## src/rtl/wb_port_arbiter.sv

```systemverilog
// ---------------------------------------------------------------------------
// wb_port_arbiter
//
// Shares the single register-file write port behind MEM/WB between the
// in-order pipeline writeback and results returned by the multi-cycle MDU
// (multiply/divide).
//   - The pipeline writeback always wins the port.
//   - MDU results are queued in a small FIFO and drained in free slots.
//   - If the head entry stays blocked too long, the arbiter raises
//     pipe_stall for one cycle. Upstream then inserts a bubble, and the head
//     drains in that bubble.
//   - All register-file write outputs are registered.
//
// Optional feature (compile-time macro WB_ARB_WAW_KILL_EN):
//   When defined, a pipeline write to register A invalidates every queued MDU
//   entry that targets A. The newer pipeline value then wins the WAW race.
//   Invalidated entries still pop in order, but they do not write.
//
// Parameters:
//   DEPTH         MDU result buffer entries (power of 2, >= 2)
//   STARVE_LIMIT  consecutive blocked cycles with a non-empty buffer before
//                 a bubble is forced (>= 1)
//
// Ports:
//   clk           in   1   clock, rising edge
//   rst_n         in   1   asynchronous active-low reset
//   pipe_wr_en    in   1   pipeline writeback valid (MEM/WB RegWr)
//   pipe_wr_addr  in   5   pipeline destination register
//   pipe_wr_data  in  32   pipeline writeback data
//   mdu_valid     in   1   MDU result valid
//   mdu_ready     out  1   buffer can accept a result (not full)
//   mdu_addr      in   5   MDU destination register
//   mdu_data      in  32   MDU result
//   pipe_stall    out  1   freeze the stage feeding MEM/WB for one cycle
//   rf_wr_en      out  1   register-file write enable (registered)
//   rf_wr_addr    out  5   register-file write address (registered)
//   rf_wr_data    out 32   register-file write data (registered)
// ---------------------------------------------------------------------------
module wb_port_arbiter #(
    parameter int unsigned DEPTH        = 2,
    parameter int unsigned STARVE_LIMIT = 4
) (
    input  logic        clk,
    input  logic        rst_n,
    input  logic        pipe_wr_en,
    input  logic [4:0]  pipe_wr_addr,
    input  logic [31:0] pipe_wr_data,
    input  logic        mdu_valid,
    output logic        mdu_ready,
    input  logic [4:0]  mdu_addr,
    input  logic [31:0] mdu_data,
    output logic        pipe_stall,
    output logic        rf_wr_en,
    output logic [4:0]  rf_wr_addr,
    output logic [31:0] rf_wr_data
);

    localparam int unsigned PW = (DEPTH > 1) ? $clog2(DEPTH) : 1;
    localparam int unsigned CW = PW + 1;
    localparam int unsigned SW = (STARVE_LIMIT > 1) ? $clog2(STARVE_LIMIT) : 1;

    localparam logic [CW-1:0] FULL_CNT   = CW'(DEPTH);
    localparam logic [SW-1:0] STARVE_MAX = SW'(STARVE_LIMIT - 1);

    typedef enum logic [1:0] {
        S_IDLE  = 2'd0,
        S_WAIT  = 2'd1,
        S_STEAL = 2'd2,
        S_GRANT = 2'd3
    } state_e;

    // -----------------------------------------------------------------------
    // State
    // -----------------------------------------------------------------------
    state_e          state_q,    state_d;
    logic [SW-1:0]   starve_q,   starve_d;
    logic [PW-1:0]   wr_ptr_q,   wr_ptr_d;
    logic [PW-1:0]   rd_ptr_q,   rd_ptr_d;
    logic [CW-1:0]   count_q,    count_d;
    logic [DEPTH-1:0] buf_vld_q, buf_vld_d;
    logic [4:0]      buf_addr_q [DEPTH];
    logic [31:0]     buf_data_q [DEPTH];

    logic            rf_wr_en_q,   rf_wr_en_d;
    logic [4:0]      rf_wr_addr_q, rf_wr_addr_d;
    logic [31:0]     rf_wr_data_q, rf_wr_data_d;

    // -----------------------------------------------------------------------
    // Slot / buffer status
    // -----------------------------------------------------------------------
    logic        slot_busy;
    logic        buf_empty;
    logic        buf_full;
    logic        push;
    logic        pop;
    logic        head_vld;
    logic [4:0]  head_addr;
    logic [31:0] head_data;

    // A write to $0 is architecturally a no-op, so it leaves the slot free.
    assign slot_busy = pipe_wr_en && (pipe_wr_addr != 5'd0);
    assign buf_empty = (count_q == '0);
    assign buf_full  = (count_q == FULL_CNT);

    // A push is refused when full, even if the head pops in the same cycle.
    // This keeps mdu_ready a function of occupancy alone.
    assign push = mdu_valid && !buf_full;

    // Any free slot drains the head, whatever the FSM state. If a STEAL cycle
    // happens to be free, the head drains there and GRANT may find the
    // buffer empty.
    assign pop  = !slot_busy && !buf_empty;

    assign head_vld  = buf_vld_q[rd_ptr_q];
    assign head_addr = buf_addr_q[rd_ptr_q];
    assign head_data = buf_data_q[rd_ptr_q];

    // -----------------------------------------------------------------------
    // Buffer pointer / occupancy next-state
    // -----------------------------------------------------------------------
    always_comb begin
        wr_ptr_d = wr_ptr_q;
        rd_ptr_d = rd_ptr_q;
        count_d  = count_q;
        if (push) begin
            wr_ptr_d = wr_ptr_q + PW'(1);
        end
        if (pop) begin
            rd_ptr_d = rd_ptr_q + PW'(1);
        end
        case ({push, pop})
            2'b10:   count_d = count_q + CW'(1);
            2'b01:   count_d = count_q - CW'(1);
            default: count_d = count_q;
        endcase
    end

    // Valid bits. The kill runs before the push so that an entry entering in
    // the same cycle as a matching pipeline write survives. A kill that lands
    // on an unoccupied slot is harmless, because a push always sets valid.
    always_comb begin
        buf_vld_d = buf_vld_q;
`ifdef WB_ARB_WAW_KILL_EN
        if (slot_busy) begin
            for (int i = 0; i < int'(DEPTH); i++) begin
                if (buf_addr_q[i] == pipe_wr_addr) begin
                    buf_vld_d[i] = 1'b0;
                end
            end
        end
`endif
        if (push) begin
            buf_vld_d[wr_ptr_q] = 1'b1;
        end
    end

    // -----------------------------------------------------------------------
    // Register-file write port next-state
    // -----------------------------------------------------------------------
    always_comb begin
        rf_wr_en_d   = 1'b0;
        rf_wr_addr_d = rf_wr_addr_q;
        rf_wr_data_d = rf_wr_data_q;
        if (slot_busy) begin
            rf_wr_en_d   = 1'b1;
            rf_wr_addr_d = pipe_wr_addr;
            rf_wr_data_d = pipe_wr_data;
        end else if (pop && head_vld && (head_addr != 5'd0)) begin
            rf_wr_en_d   = 1'b1;
            rf_wr_addr_d = head_addr;
            rf_wr_data_d = head_data;
        end
    end

    // -----------------------------------------------------------------------
    // FSM: next-state
    // -----------------------------------------------------------------------
    always_comb begin
        state_d  = state_q;
        starve_d = starve_q;
        case (state_q)
            S_IDLE: begin
                starve_d = '0;
                if (push) begin
                    state_d = S_WAIT;
                end
            end
            S_WAIT: begin
                if (pop) begin
                    starve_d = '0;
                    if (count_d == '0) begin
                        state_d = S_IDLE;
                    end
                end else if (slot_busy) begin
                    if (starve_q == STARVE_MAX) begin
                        state_d = S_STEAL;
                    end else begin
                        starve_d = starve_q + SW'(1);
                    end
                end
            end
            S_STEAL: begin
                state_d = S_GRANT;
            end
            S_GRANT: begin
                // Upstream owes a bubble here. If it still writes, the
                // pipeline wins, and any leftover entry restarts its wait.
                starve_d = '0;
                state_d  = (count_d != '0) ? S_WAIT : S_IDLE;
            end
            default: begin
                state_d  = S_IDLE;
                starve_d = '0;
            end
        endcase
    end

    // -----------------------------------------------------------------------
    // FSM: outputs (state-decoded only, no combinational input path)
    // -----------------------------------------------------------------------
    always_comb begin
        pipe_stall = (state_q == S_STEAL);
    end

    assign mdu_ready  = !buf_full;
    assign rf_wr_en   = rf_wr_en_q;
    assign rf_wr_addr = rf_wr_addr_q;
    assign rf_wr_data = rf_wr_data_q;

    // -----------------------------------------------------------------------
    // FSM and control registers
    // -----------------------------------------------------------------------
    always_ff @(posedge clk or negedge rst_n) begin
        if (!rst_n) begin
            state_q      <= S_IDLE;
            starve_q     <= '0;
            wr_ptr_q     <= '0;
            rd_ptr_q     <= '0;
            count_q      <= '0;
            buf_vld_q    <= '0;
            rf_wr_en_q   <= 1'b0;
            rf_wr_addr_q <= 5'd0;
            rf_wr_data_q <= 32'd0;
        end else begin
            state_q      <= state_d;
            starve_q     <= starve_d;
            wr_ptr_q     <= wr_ptr_d;
            rd_ptr_q     <= rd_ptr_d;
            count_q      <= count_d;
            buf_vld_q    <= buf_vld_d;
            rf_wr_en_q   <= rf_wr_en_d;
            rf_wr_addr_q <= rf_wr_addr_d;
            rf_wr_data_q <= rf_wr_data_d;
        end
    end

    // Payload storage has no reset. Occupancy and valid bits gate every use.
    always_ff @(posedge clk) begin
        if (push) begin
            buf_addr_q[wr_ptr_q] <= mdu_addr;
            buf_data_q[wr_ptr_q] <= mdu_data;
        end
    end

endmodule
```

## config.mk

```make
export PLATFORM = sky130hd
export DESIGN_NAME = wb_port_arbiter
export DESIGN_NICKNAME = d
export VERILOG_FILES = /design/src/rtl/wb_port_arbiter.sv
export SDC_FILE = /design/constraint.sdc
export NUM_CORES = 1
export LEC_CHECK = 0
export BUFFER_PORTS_ARGS = -buffer_cell sky130_fd_sc_hd__clkbuf_2
export CORE_ASPECT_RATIO = 0.6
export CORE_MARGIN = 2
export CORE_UTILIZATION = 55
export DETAILED_ROUTE_END_ITERATION = 8
export GPL_TIMING_DRIVEN = 0
export PLACE_DENSITY_LB_ADDON = 0.3
export SLEW_MARGIN = 20
export SYNTH_ARGS = -nofsm -noshare
export SYNTH_HDL_FRONTEND = slang
export SYNTH_SLANG_ARGS = --single-unit
```

## constraint.sdc

```tcl
create_clock -name clk -period 4.4 [get_ports clk]
set_input_delay 0.88 -clock clk [delete_from_list [all_inputs] [get_ports clk]]
set_output_delay 0.88 -clock clk [all_outputs]
set_load 0.05 [all_outputs]
```

Yosys cells after proc, flatten, opt, wreduce, memory -nomap -nowiden
Memory sizes are Yosys's and may differ from the RTL's.
Cells that the tools add are included.
W data, S select, Z words.
{"block": "totals", "out_inout_bits": 40, "rom_bits": 0, "ramBits": 74, "word_cells": 76, "in_bits": 78, "regBits": 48, "latchBits": 0, "mem_count": 2}
{"name": "buf_data_q", "words": 2, "width": 32, "rd": 1, "rd_clocked_by_memory_dff": 0, "write_ports": 1, "line_no": "82", "source": "logic [31:0] buf_data_q [DEPTH];"}
{"name": "buf_addr_q", "words": 2, "width": 5, "rd": 1, "rd_clocked_by_memory_dff": 0, "write_ports": 1, "line_no": "81", "source": "logic [4:0] buf_addr_q [DEPTH];"}
{"block": "op_classes", "n_mul": 0, "shifts": 0, "order_cmp": 3, "div": 0, "n_bitwise": 1, "add_sub_neg": 5, "eq_ne": 12, "reduce_logical": 20, "n_mux": 24}
{"operator": "$mux W32", "count": 2}
{"operator": "$mux W2", "count": 8}
{"operator": "$ne A3 B3 Y1 const B", "count": 4}
{"operator": "$eq A2 B2 Y1 const B", "count": 5}
{"operator": "$mux W5", "count": 2}
{"operator": "$reduce_bool A5 Y1", "count": 2}
{"operator": "$mux W1", "count": 8}
{"operator": "$pmux W2 S2", "count": 2}
{"operator": "$pmux W2 S4", "count": 1}
{"operator": "$logic_and A1 B1 Y1", "count": 6}
{"operator": "$logic_not A2 Y1", "count": 3}
{"operator": "$reduce_bool A2 Y1", "count": 3}
{"operator": "$add A2 B1 Y2 const B", "count": 2}
{"operator": "$eq A2 B1 Y1 const B", "count": 2}
{"operator": "$lt A1 B2 Y1 const B", "count": 2}
{"operator": "$reduce_and A4 Y1", "count": 1}
{"operator": "$logic_not A1 Y1", "count": 3}
{"operator": "$reduce_and A3 Y1", "count": 1}
{"operator": "$add A1 B1 Y1 const B", "count": 2}
{"operator": "$ne A2 B2 Y1 const B", "count": 1}
{"operator": "$or A2 B2 Y2", "count": 1}
{"operator": "$reduce_or A2 Y1", "count": 1}
{"operator": "$sub A2 B1 Y2 const B", "count": 1}
{"operator": "$demux W1 S1", "count": 1}
{"operator": "$ge A1 B1 Y1 const B", "count": 1}

Logic depth before layout (Yosys ltp)
{"block": "logic_depth", "word_depth": 10, "ltp_mapped": 10, "mapped_depth_nobuf": 10}

Worst setup path before layout
Ideal clock, no wire load.
{"block": "synth_timing", "path_type": "register to register", "from": "reg count_q[0]", "to": "mem buf_addr_q[0][0], enable pin", "arrival_time_ns": 2.718, "setup_slack_ns": 1.250, "path_stages_with_launch": 4, "path_buffers": 0, "setup_ns": 0.432, "cell_sequence": "dfrtp_1 nand2b_1 nand2_1 nor2_1"}
{"block": "synth_via", "elab_chain_len": 5}
{"element": "from (decl)", "line_no": "79", "source": "logic [CW-1:0] count_q, count_d;"}
{"element": "from (signal assigned)", "line_no": "249", "source": "count_q <= count_d;"}
{"element": "$eq A2 B2 Y1", "line_no": "103", "source": "assign buf_full = (count_q == FULL_CNT);"}
{"element": "$logic_not A1 Y1"}
{"element": "via mdu_ready", "line_no": "49", "source": "output logic mdu_ready,"}
{"element": "$logic_and A1 B1 Y1", "line_no": "107", "source": "assign push = mdu_valid && !buf_full;"}
{"element": "$mux W1", "line_no": "259", "source": "if (push) begin"}
{"element": "$mux W1 (not written as such)", "line_no": "260", "source": "buf_addr_q[wr_ptr_q] <= mdu_addr;"}
{"element": "to (decl)", "line_no": "81"}
The timed path passes the listed nets, and every way through them passes these cells.

==> run summary <==
* finished, final reports clean — outcome
* 3240 ps — CP Data Arrival Time
* 18030 µm — global-route wire length before repair
* 6274 µm² — Cell Area, Placed
* 661 — final non-filler cell total
* 400 ps — source-to-sink clock delay at the later pin of the worst-skew pair
* 3404 — overall via count from detail_route
* 0 — number of design rule violations left after detail routing
* 17 — number of clock buffers inserted by TritonCTS
* 29.72% — met1 GRT Util
* 0 — final hold violations
* 0 — Post CTS Setup Buffer Count
* 0 — Synthesis Warnings
* 598 — final layout net count
* 375 — number of standard cells after synthesis
* 0.4980 mV — worst-case vdd ir drop
* 0 ps — final total negative setup slack
* 0 — overall overflow remaining after global route
* 117 — quantity of I/O buffers inserted on ports
* 2916 ps — final critical path time including I/O delays and setup
* 122 — Clock Sinks
* 26.7% — clock share of power
* count_q[0] — FF-to-FF Start
* 6 — largest fanout on the critical path
* yes — CTS tree
* 11300 µm — drt total wl
* no — unrepaired setup endpoints after global routing
* 2060 ps — internal reg-to-reg setup slack
* 49 — largest net degree at the start of global routing
* buf_vld_q[1] — hold path startpoint
* 2 — worst-case clock buffer depth
* 0 — ANT cells
* 0 — number of endpoints failing setup at the final stage
* 36.17% — met2 Track Usage GR
* 4.842% — Simple-Gate Fraction of Synth Area
* 81.13 µm — overall die height
* 0.7688 — routability-driven placement congestion ratio
* 74 — count of flip-flops with a built-in enable after synthesis
* 22.60% — global-route usage over all layers
* in2reg — kind of critical path
* 4 — number of iterations in the first detailed-routing pass
* 6882 µm² — design area
* 0 — antenna violations before repair
* 0 — post-CTS resize count
* 47.53% — ratio of cells with drive above 1 in the final layout
* 128 — initial detailed-routing violation count
* 15.49% — post-synthesis compound-gate area fraction
* 0 — Post-CTS Hold Buffers
* 70.66% — final design utilization
* flop — critical path capture point type
* 3.239 mW — internal power
* 3.080 nW — LEAKAGE
* 60 ps — clock-pin slew on the worst setup and hold paths
* 52.35% — slew margin rel.
* 8 — R2R cell count
* 629 — placed cells
* 8.240% — GR Util met3
* 4730 ps — data required time at the worst endpoint
* 40.1% — combinational group share of total power
* 9.041% — multiplexer area fraction after synthesis
* 2.116 mW — Net Sw Power
* edfxtp_1 — commonest register cell after synthesis
* 26.20% — area growth from synthesis to final layout
* 55.99% — initial core utilization
* 1100 ps — Placement Setup Slack
* 5453 µm² — post-synth design cell area
* 122 — flop and latch count out of synthesis
* 460 — Mapped Nets
* 116 x clkbuf_2, 74 x edfxtp_1, 48 x dfrtp_1, 40 x nand2_1, 38 x mux2i_1 — most frequent cells in the layout
* 343.0 MHz — Max Freq
* 9739 µm² — core region area
* 5.355 mW — post-layout total power
* 62.78% — share of the yosys chip area belonging to registers
* 10750 µm² — DIE AREA
* 778.2 nW/µm² — power density relative to cell area
* 66.26% — post-route fraction of the period consumed by the critical path
* 0.9637% — area share of xor/xnor cells in the synthesized design
* clkbuf_2 — most common library cell in the layout ignoring fill and taps
* 0 — pins over their slew limit
* reg2reg — class of the most critical hold timing path
* 132.5 µm — Die Width
* 0 — number of nets with antenna violations after detailed routing
* input pin — CP Launch Type
* 5.150 — vias per cell
* pipe_wr_addr[3] — worst setup path startpoint
* buf_vld_q[1] — hold path endpoint
* 7803 µm — DPL Wire Length
* 39.34% — share of synthesized registers carrying an async set or reset
* 1.606% — Adder-Cell Fraction of Synth Area
* 3553 — vias in the first global route
* 118 — count of pins on the block boundary
* 1484 ps — final setup slack of the worst path
* met2 — layer carrying the most global-route usage
* 682 — # fillers
* 33.3% — share of total power in sequential cells
* 714.7 ps — Tightest Pin Transition
* 1 — cell count of the worst hold path
* 461.6 ps — Hold Slack
* 0 — number of maximum-capacitance violations
* compound AO/OA/AOI/OAI gates — combinational family with the most area after synthesis
* 17.10 µm — average detailed-routed wire length per instance
* 28 — Cell Rows
* 39 — number of library cell types mapped by synthesis
* clkbuf_16 — library cell used as clock root buffer
* 14.54 µm² — Post-Synthesis Mean Instance Area
* 4 — H-tree depth
* 10.35 ps — setup clock skew after layout
* 39.51% — Sw Ratio
[per-layer routing]
layer | routed length [µm] | up-vias
met3 | 765 | 4
met5 | 0 | -
li1 | - | 1637
met1 | 5209 | 1668
met2 | 5286 | 95
met4 | 42 | 0
[worst max-delay path, stage by stage]
cell	delay, ps
clkbuf_2	100
or3_4	410
o31ai_4	380
nand2_2	190
inv_1	110
ha_1	280
nand3b_1	210
o221ai_1	240
and3_1	240
mux2i_1	200
[power by group through the flow]
stage,logic [mW],registers [mW],clock network (mW)
6_report,2.15,1.78,1.43
5_1_grt,2.30,1.82,1.50
4_1_cts,2.17,1.78,1.45
3_5_place_dp,2.16,1.80,0
3_3_place_gp,2.07,1.79,0
2_1_floorplan,1.05,2.38,0
[kinds of logic after synthesis]
kind of cell,count (synthesis)
mux,46
compound gates,81
flops,122
simple gates,59
fa+ha+maj,7
buf+inv,54
xor+xnor,6
[flip-flops by register name, indices dropped and copies added, names as in the netlist, named ones only]
register and count:
wr_ptr_q 1, rf_wr_en 1, count_q 2, buf_data_q 64
buf_addr_q 10, state_q 1, buf_vld_q 2, rd_ptr_q 1
starve_q 2, rf_wr_data 32, rf_wr_addr 5
[layout make-up]
cell class | count | area [µm²] | area share [%]
Buffer | 19 | 156.4 | 2.273
Clock buffer | 18 | 429.2 | 6.236
Clock inverter | 14 | 178.9 | 2.600
Inverter | 35 | 131.4 | 1.909
Multi-Input combinational cell | 199 | 1750 | 25.44
Sequential cell | 122 | 3423 | 49.75
Tap cell | 135 | 168.9 | 2.455
Timing Repair Buffer | 119 | 643.1 | 9.345
[how the worst max path moves through the flow]
stage,endpoint
final,flop
after global routing,flop
after CTS,flop
after detailed placement,flop
after global placement,buf_data_q[0][28]
after floorplan,buf_addr_q[0][0]
[synth_stat cells, types with 2 or more instances]
cell type  number  area, µm²
nor2_2          3      18.77
mux2_2          2      22.52
buf_6           9      101.4
xor2_1          2      17.52
o21ai_0         3      15.01
nand2b_1        2      12.51
o211ai_2       31      387.9
ha_1            7      87.58
dfrtp_1        48       1201
nor2_1          4      15.01
a21oi_2         3      26.28
edfxtp_1       74       2222
mux2_4          6      90.09
or2_2           2      12.51
o21ai_2        32      280.3
and3_1          3      18.77
buf_4           3      22.52
nand2_1        40      150.1
xnor2_1         4      35.03
o211ai_1        2      15.01
clkbuf_1        2      7.510
inv_1          35      131.4
buf_2           5      25.02
mux2i_1        38      380.4
No activity file was read; power rests on OpenSTA's default activity.
